**config.mk**
```make
export PLATFORM = sky130hd
export DESIGN_NAME = serial_alu_seq
export DESIGN_NICKNAME = d
export VERILOG_FILES = /design/src/rtl/alu_pkg.sv /design/src/rtl/mux4.sv /design/src/rtl/serial_alu_seq.sv
export SDC_FILE = /design/constraint.sdc
export NUM_CORES = 1
export LEC_CHECK = 0
export ABC_AREA = 1
export BUFFER_PORTS_ARGS = -buffer_cell sky130_fd_sc_hd__buf_2
export CAP_MARGIN = 20
export CORE_ASPECT_RATIO = 0.7
export CORE_UTILIZATION = 33
export CTS_CLUSTER_DIAMETER = 150
export DETAILED_ROUTE_END_ITERATION = 10
export MAX_ROUTING_LAYER = met4
export SLEW_MARGIN = 10
export SYNTH_ARGS = -nofsm -noshare
export SYNTH_HDL_FRONTEND = slang
export SYNTH_SLANG_ARGS = --single-unit
```
**constraint.sdc**
```tcl
create_clock -name clk -period 6.1 [get_ports clk]
set_input_delay 0.61 -clock clk [delete_from_list [all_inputs] [get_ports clk]]
set_output_delay 0.61 -clock clk [all_outputs]
set_load 0.05 [all_outputs]
```
**src/rtl/alu_pkg.sv**
```systemverilog
// Shared types and constants for the bit-serial ALU.
package alu_pkg;

  localparam int ALU_W = 8;
  localparam int CNT_W = $clog2(ALU_W);

  typedef enum logic [1:0] {
    OP_AND = 2'b00,
    OP_OR  = 2'b01,
    OP_XOR = 2'b10,
    OP_ADD = 2'b11
  } alu_op_t;

  typedef enum logic [1:0] {
    ST_IDLE = 2'b00,
    ST_RUN  = 2'b01,
    ST_DONE = 2'b10
  } state_t;

  // Full-adder carry: majority of the three inputs
  function automatic logic maj3(input logic x, input logic y, input logic z);
    return (x & y) | (x & z) | (y & z);
  endfunction

endpackage

```
**src/rtl/mux4.sv**
```systemverilog
// One-bit 4:1 selector.
module mux4 (
  input  logic       d0,
  input  logic       d1,
  input  logic       d2,
  input  logic       d3,
  input  logic [1:0] s,
  output logic       y
);

  // Pick one of four data bits by s
  always_comb begin
    y = d0;
    case (s)
      2'b00:   y = d0;
      2'b01:   y = d1;
      2'b10:   y = d2;
      default: y = d3;
    endcase
  end

endmodule

```
**src/rtl/serial_alu_seq.sv**
```systemverilog
// Bit-serial 8-bit ALU (AND/OR/XOR/ADD), one operand bit per clock, LSB first.
// Optional feature: define SERIAL_ALU_OVF_EN to add the signed-overflow output ovf.
module serial_alu_seq
  import alu_pkg::*;
(
  input  logic             clk,
  input  logic             rst_n,
  input  logic             start,
  input  logic [ALU_W-1:0] a,
  input  logic [ALU_W-1:0] b,
  input  logic [1:0]       op,
  output logic             busy,
  output logic             done,
  output logic [ALU_W-1:0] result,
  output logic             carry,
  output logic             zero
`ifdef SERIAL_ALU_OVF_EN
  ,
  output logic             ovf
`endif
);

  state_t           state;
  logic [CNT_W-1:0] cnt;
  logic             cy;
  // Holds bits 0..6; the final bit goes straight into result, so an eighth
  // stage would only ever hold a bit that is shifted out unused.
  logic [ALU_W-2:0] sh;
  logic [ALU_W-1:0] a_q;
  logic [ALU_W-1:0] b_q;
  alu_op_t          op_q;

  logic             a_bit;
  logic             b_bit;
  logic             d0, d1, d2, d3;
  logic             sel_bit;
  logic             cy_next;
  logic [ALU_W-1:0] res_next;
  logic             accept;
  logic             last_bit;

  // Per-bit candidates, next carry and the word as it stands after this bit
  always_comb begin
    a_bit    = a_q[cnt];
    b_bit    = b_q[cnt];
    d0       = a_bit & b_bit;
    d1       = a_bit | b_bit;
    d2       = a_bit ^ b_bit;
    d3       = a_bit ^ b_bit ^ cy;
    cy_next  = (op_q == OP_ADD) ? maj3(a_bit, b_bit, cy) : 1'b0;
    res_next = {sel_bit, sh};
    accept   = start && (state != ST_RUN);
    last_bit = (cnt == CNT_W'(ALU_W - 1));
  end

  mux4 u_sel (
    .d0 (d0),
    .d1 (d1),
    .d2 (d2),
    .d3 (d3),
    .s  (op_q),
    .y  (sel_bit)
  );

  // Sequencer: capture on accept, shift one bit per RUN cycle, publish at DONE entry
  always_ff @(posedge clk or negedge rst_n) begin
    if (!rst_n) begin
      state  <= ST_IDLE;
      cnt    <= '0;
      cy     <= 1'b0;
      sh     <= '0;
      a_q    <= '0;
      b_q    <= '0;
      op_q   <= OP_AND;
      busy   <= 1'b0;
      done   <= 1'b0;
      result <= '0;
      carry  <= 1'b0;
      zero   <= 1'b1;
`ifdef SERIAL_ALU_OVF_EN
      ovf    <= 1'b0;
`endif
    end else begin
      done <= 1'b0;
      case (state)
        ST_RUN: begin
          sh  <= res_next[ALU_W-1:1];
          cy  <= cy_next;
          cnt <= cnt + 1'b1;
          if (last_bit) begin
            state  <= ST_DONE;
            busy   <= 1'b0;
            done   <= 1'b1;
            result <= res_next;
            carry  <= cy_next;
            zero   <= (res_next == '0);
`ifdef SERIAL_ALU_OVF_EN
            ovf    <= (op_q == OP_ADD) && (a_q[ALU_W-1] == b_q[ALU_W-1]) &&
                      (res_next[ALU_W-1] != a_q[ALU_W-1]);
`endif
          end
        end
        ST_IDLE, ST_DONE: begin
          if (accept) begin
            state <= ST_RUN;
            busy  <= 1'b1;
            a_q   <= a;
            b_q   <= b;
            op_q  <= alu_op_t'(op);
            cnt   <= '0;
            cy    <= 1'b0;
            sh    <= '0;
          end else begin
            state <= ST_IDLE;
          end
        end
        default: state <= ST_IDLE;
      endcase
    end
  end

endmodule

```
==> impl_summary.log <==
[metrics] placed cell count: 327
[metrics] final worst-path cycle share: 35.3%
[metrics] kind of critical path: reg2reg
[metrics] Antenna Nets Post-Route: 0
[metrics] number of inserted diodes: 0
[metrics] Max Fclk: 0.465 GHz
[metrics] Row Count: 23
[metrics] CTS Buffer Depth: 2
[metrics] CTS tree: yes
[metrics] critical path capture point type: register
[metrics] buffer type at the clock tree root: clkbuf_8
[metrics] CORE AREA: 5780 sq um
[metrics] area overhead of the layout relative to synthesis: 16.2%
[metrics] Synth Register Bits: 43
[metrics] RSZ-0062 raised after global routing: no
[metrics] DRC Markers: 0
[metrics] area share of the largest cell type after synthesis: 52.7%
[metrics] Routed wire per std cell: 11.4 um
[metrics] port buffer count: 32
[metrics] number of cells in the finished layout apart from fillers: 335
[metrics] die area: 6360 sq um
[metrics] peak supply drop: 0.140 mV
[metrics] max-slew violation total from the final report: 0
[metrics] worst reg2reg setup slack: 3950 ps
[metrics] static power due to leakage: 0.00123 uW
[metrics] ratio of total power to cell area: 598 nW/um^2
[metrics] kind of start point of the critical path: register
[metrics] Post-Syn Instances: 226
[metrics] worst path arrival time: 2390 ps
[metrics] ratio of cells with drive above 1 in the final layout: 21.9%
[metrics] most frequent cells in the layout: nand2_1 (55), dfrtp_1 (42), inv_1 (32), buf_2 (32), nor2_1 (22)
[metrics] compound-gate portion of the synthesized area: 11.0%
[metrics] Die X-Extent: 94.9 um
[metrics] worst slew pin tran: 940 ps
[metrics] CTS clock-pin slew for the worst setup and hold paths: 90 ps
[metrics] overall routed net length: 3820 um
[metrics] die height: 67.0 um
[metrics] final RePlAce weighted congestion: 0.932
[metrics] final core utilization: 40.1%
[metrics] arithmetic-cell share of the synthesized area counting full adders, half adders and majority gates: 3.51%
[metrics] Vias/cell: 4.48
[metrics] top cell type by total area after synthesis: dfrtp_1
[metrics] buffer count from post-CTS setup fixing: 0
[metrics] area fraction in and, or, nand and nor cells after synthesis: 21.4%
[metrics] data required time at the worst endpoint: 6340 ps
[metrics] most common library cell in the layout ignoring fill and taps: nand2_1
[metrics] number of hold buffers added after cts: 0
[metrics] cell area after layout: 2320 sq um
[metrics] syn avg cell area: 8.82 sq um
[metrics] post-synthesis cell area: 1990 sq um
[metrics] IO Pins: 33
[metrics] first-pass GRT wire length: 6730 um
[metrics] final-report setup violation count: 0
[metrics] worst slew margin relative to its limit: 37.4%
[metrics] largest family of logic cells by synthesized area: simple AND/OR/NAND/NOR gates
[metrics] min cycle time layout: 2150 ps
[metrics] Synthesized Nets: 252
[metrics] warning count from the yosys run: 0
[metrics] HPWL reported at the end of detailed placement: 2730 um
[metrics] post_cts resized: 0
[metrics] initial DRC count: 59
[metrics] post-synth cell types: 24
[metrics] overall via count from detail_route: 1502
[metrics] number of violations of the max-capacitance limit: 0
[metrics] cells taking the most area after synthesis: dfrtp_1 (53%), nand2_1 (10%), inv_1 (6.0%)
[metrics] CTS H-Tree Depth: 2
[metrics] sequential cell area fraction in the yosys report: 54.0%
[metrics] total negative setup slack: 0 ps
[metrics] overall routing resource usage: 14.5%
[metrics] hold violation count in the final report: 0
[metrics] Final #Nets: 285
[metrics] pin count of the biggest net entering global routing: 44
[metrics] final global-route overflow total: 0
[metrics] Pre-Repair DR Iteration Count: 5
[metrics] mux share of post-synthesis cell area: 1.13%
[metrics] final hold slack: 455 ps
[metrics] maximum fanout along the worst path: 10
[metrics] sink count of the clock tree: 43
[metrics] antenna violations before repair: 0
[metrics] clock insertion delay at the later pin of the skew report: 300 ps
[metrics] worst setup skew after layout: 13.2 ps
[metrics] xor-xnor portion of the synthesized cell area: 0%
[metrics] Tightest Hold Check Type: in2async
[metrics] number of buffers inserted during clock tree synthesis: 5
[metrics] DP Area: 2200 sq um
[metrics] starting density of the core: 34.5%
[metrics] outcome: complete, no violations
[metrics] vias in the first global route: 1415
power breakdown:
| part | internal [uW] | total (uW) | switching (uW) |
|---|---|---|---|
| logic | 210 | 661 | 451 |
| registers | 417 | 490 | 72.9 |
| clock network | 135 | 236 | 101 |
| total | 761 | 1390 | 625 |
cells in the mapped netlist (all sizes together):
master  number
nand2       59
buf          6
dfrtp       42
nor2        23
inv         34
a21oi       16
fa           1
nand3b       2
or2          1
mux2         2
nand3       14
ha           4
dfstp        1
o21ai       13
o22ai        7
o21a         1
through the flow:
step / setup slack (ps) / power (uW)
finish: 3950 / 1390
global route: 3640 / 1520
CTS: 3930 / 1400
detailed placement: 3980 / 1160
global placement: 4060 / 1150
floorplan: 4140 / 1020
registers in the layout, summed over array words and instances (netlist names), 2 cells and up:
signal and cells:
a_q 8, sh 7, b_q 8, state 2, result 8, cnt 3, op_q 2
cell type report:
class / count / area (sq um)
Multi-Input combinational cell: 143 / 738
Clock inverter: 2 / 38.8
Inverter: 34 / 128
Clock buffer: 6 / 82.6
Sequential cell: 43 / 1080
Tap cell: 75 / 93.8
Fill cell: 589 / 3470
Timing Repair Buffer: 32 / 160
worst paths after layout:
check,from,end,depth (start not counted)
worst max register to register,cnt[0],result[7],13
max in group asynchronous,rst_n,b_q[5],1
min in group clk,zero,zero,2
worst min-delay path,rst_n,done,1
worst min register to register,zero,zero,2
worst max-delay path,cnt[0],result[7],13
layer usage:
layer / routed length (um) / share of wire (%) / GRT usage [%]
met1: 2200 / 58 / 22.0
met2: 1370 / 36 / 18.3
met3: 200 / 5.2 / 3.42
met4: 46 / 1.2 / 5.11
met5: 0 / 0 / -
cell families after synthesis:
family          Yosys count
compound gates           37
fa+ha+maj                 5
buf+inv                  40
flops                    43
mux                       2
simple gates             99
critical path: stages, from the launching register on:
cell	delay, ps
dfrtp_1	490
inv_2	180
nand2_1	70
nand3_1	60
nand2_1	70
o21ai_0	310
fa_1	470
inv_1	60
nand3_1	60
nand2_1	100
inv_1	40
nand2_1	70
nand2_1	50
nand2_1	50
(Power assumes the default switching activity.)
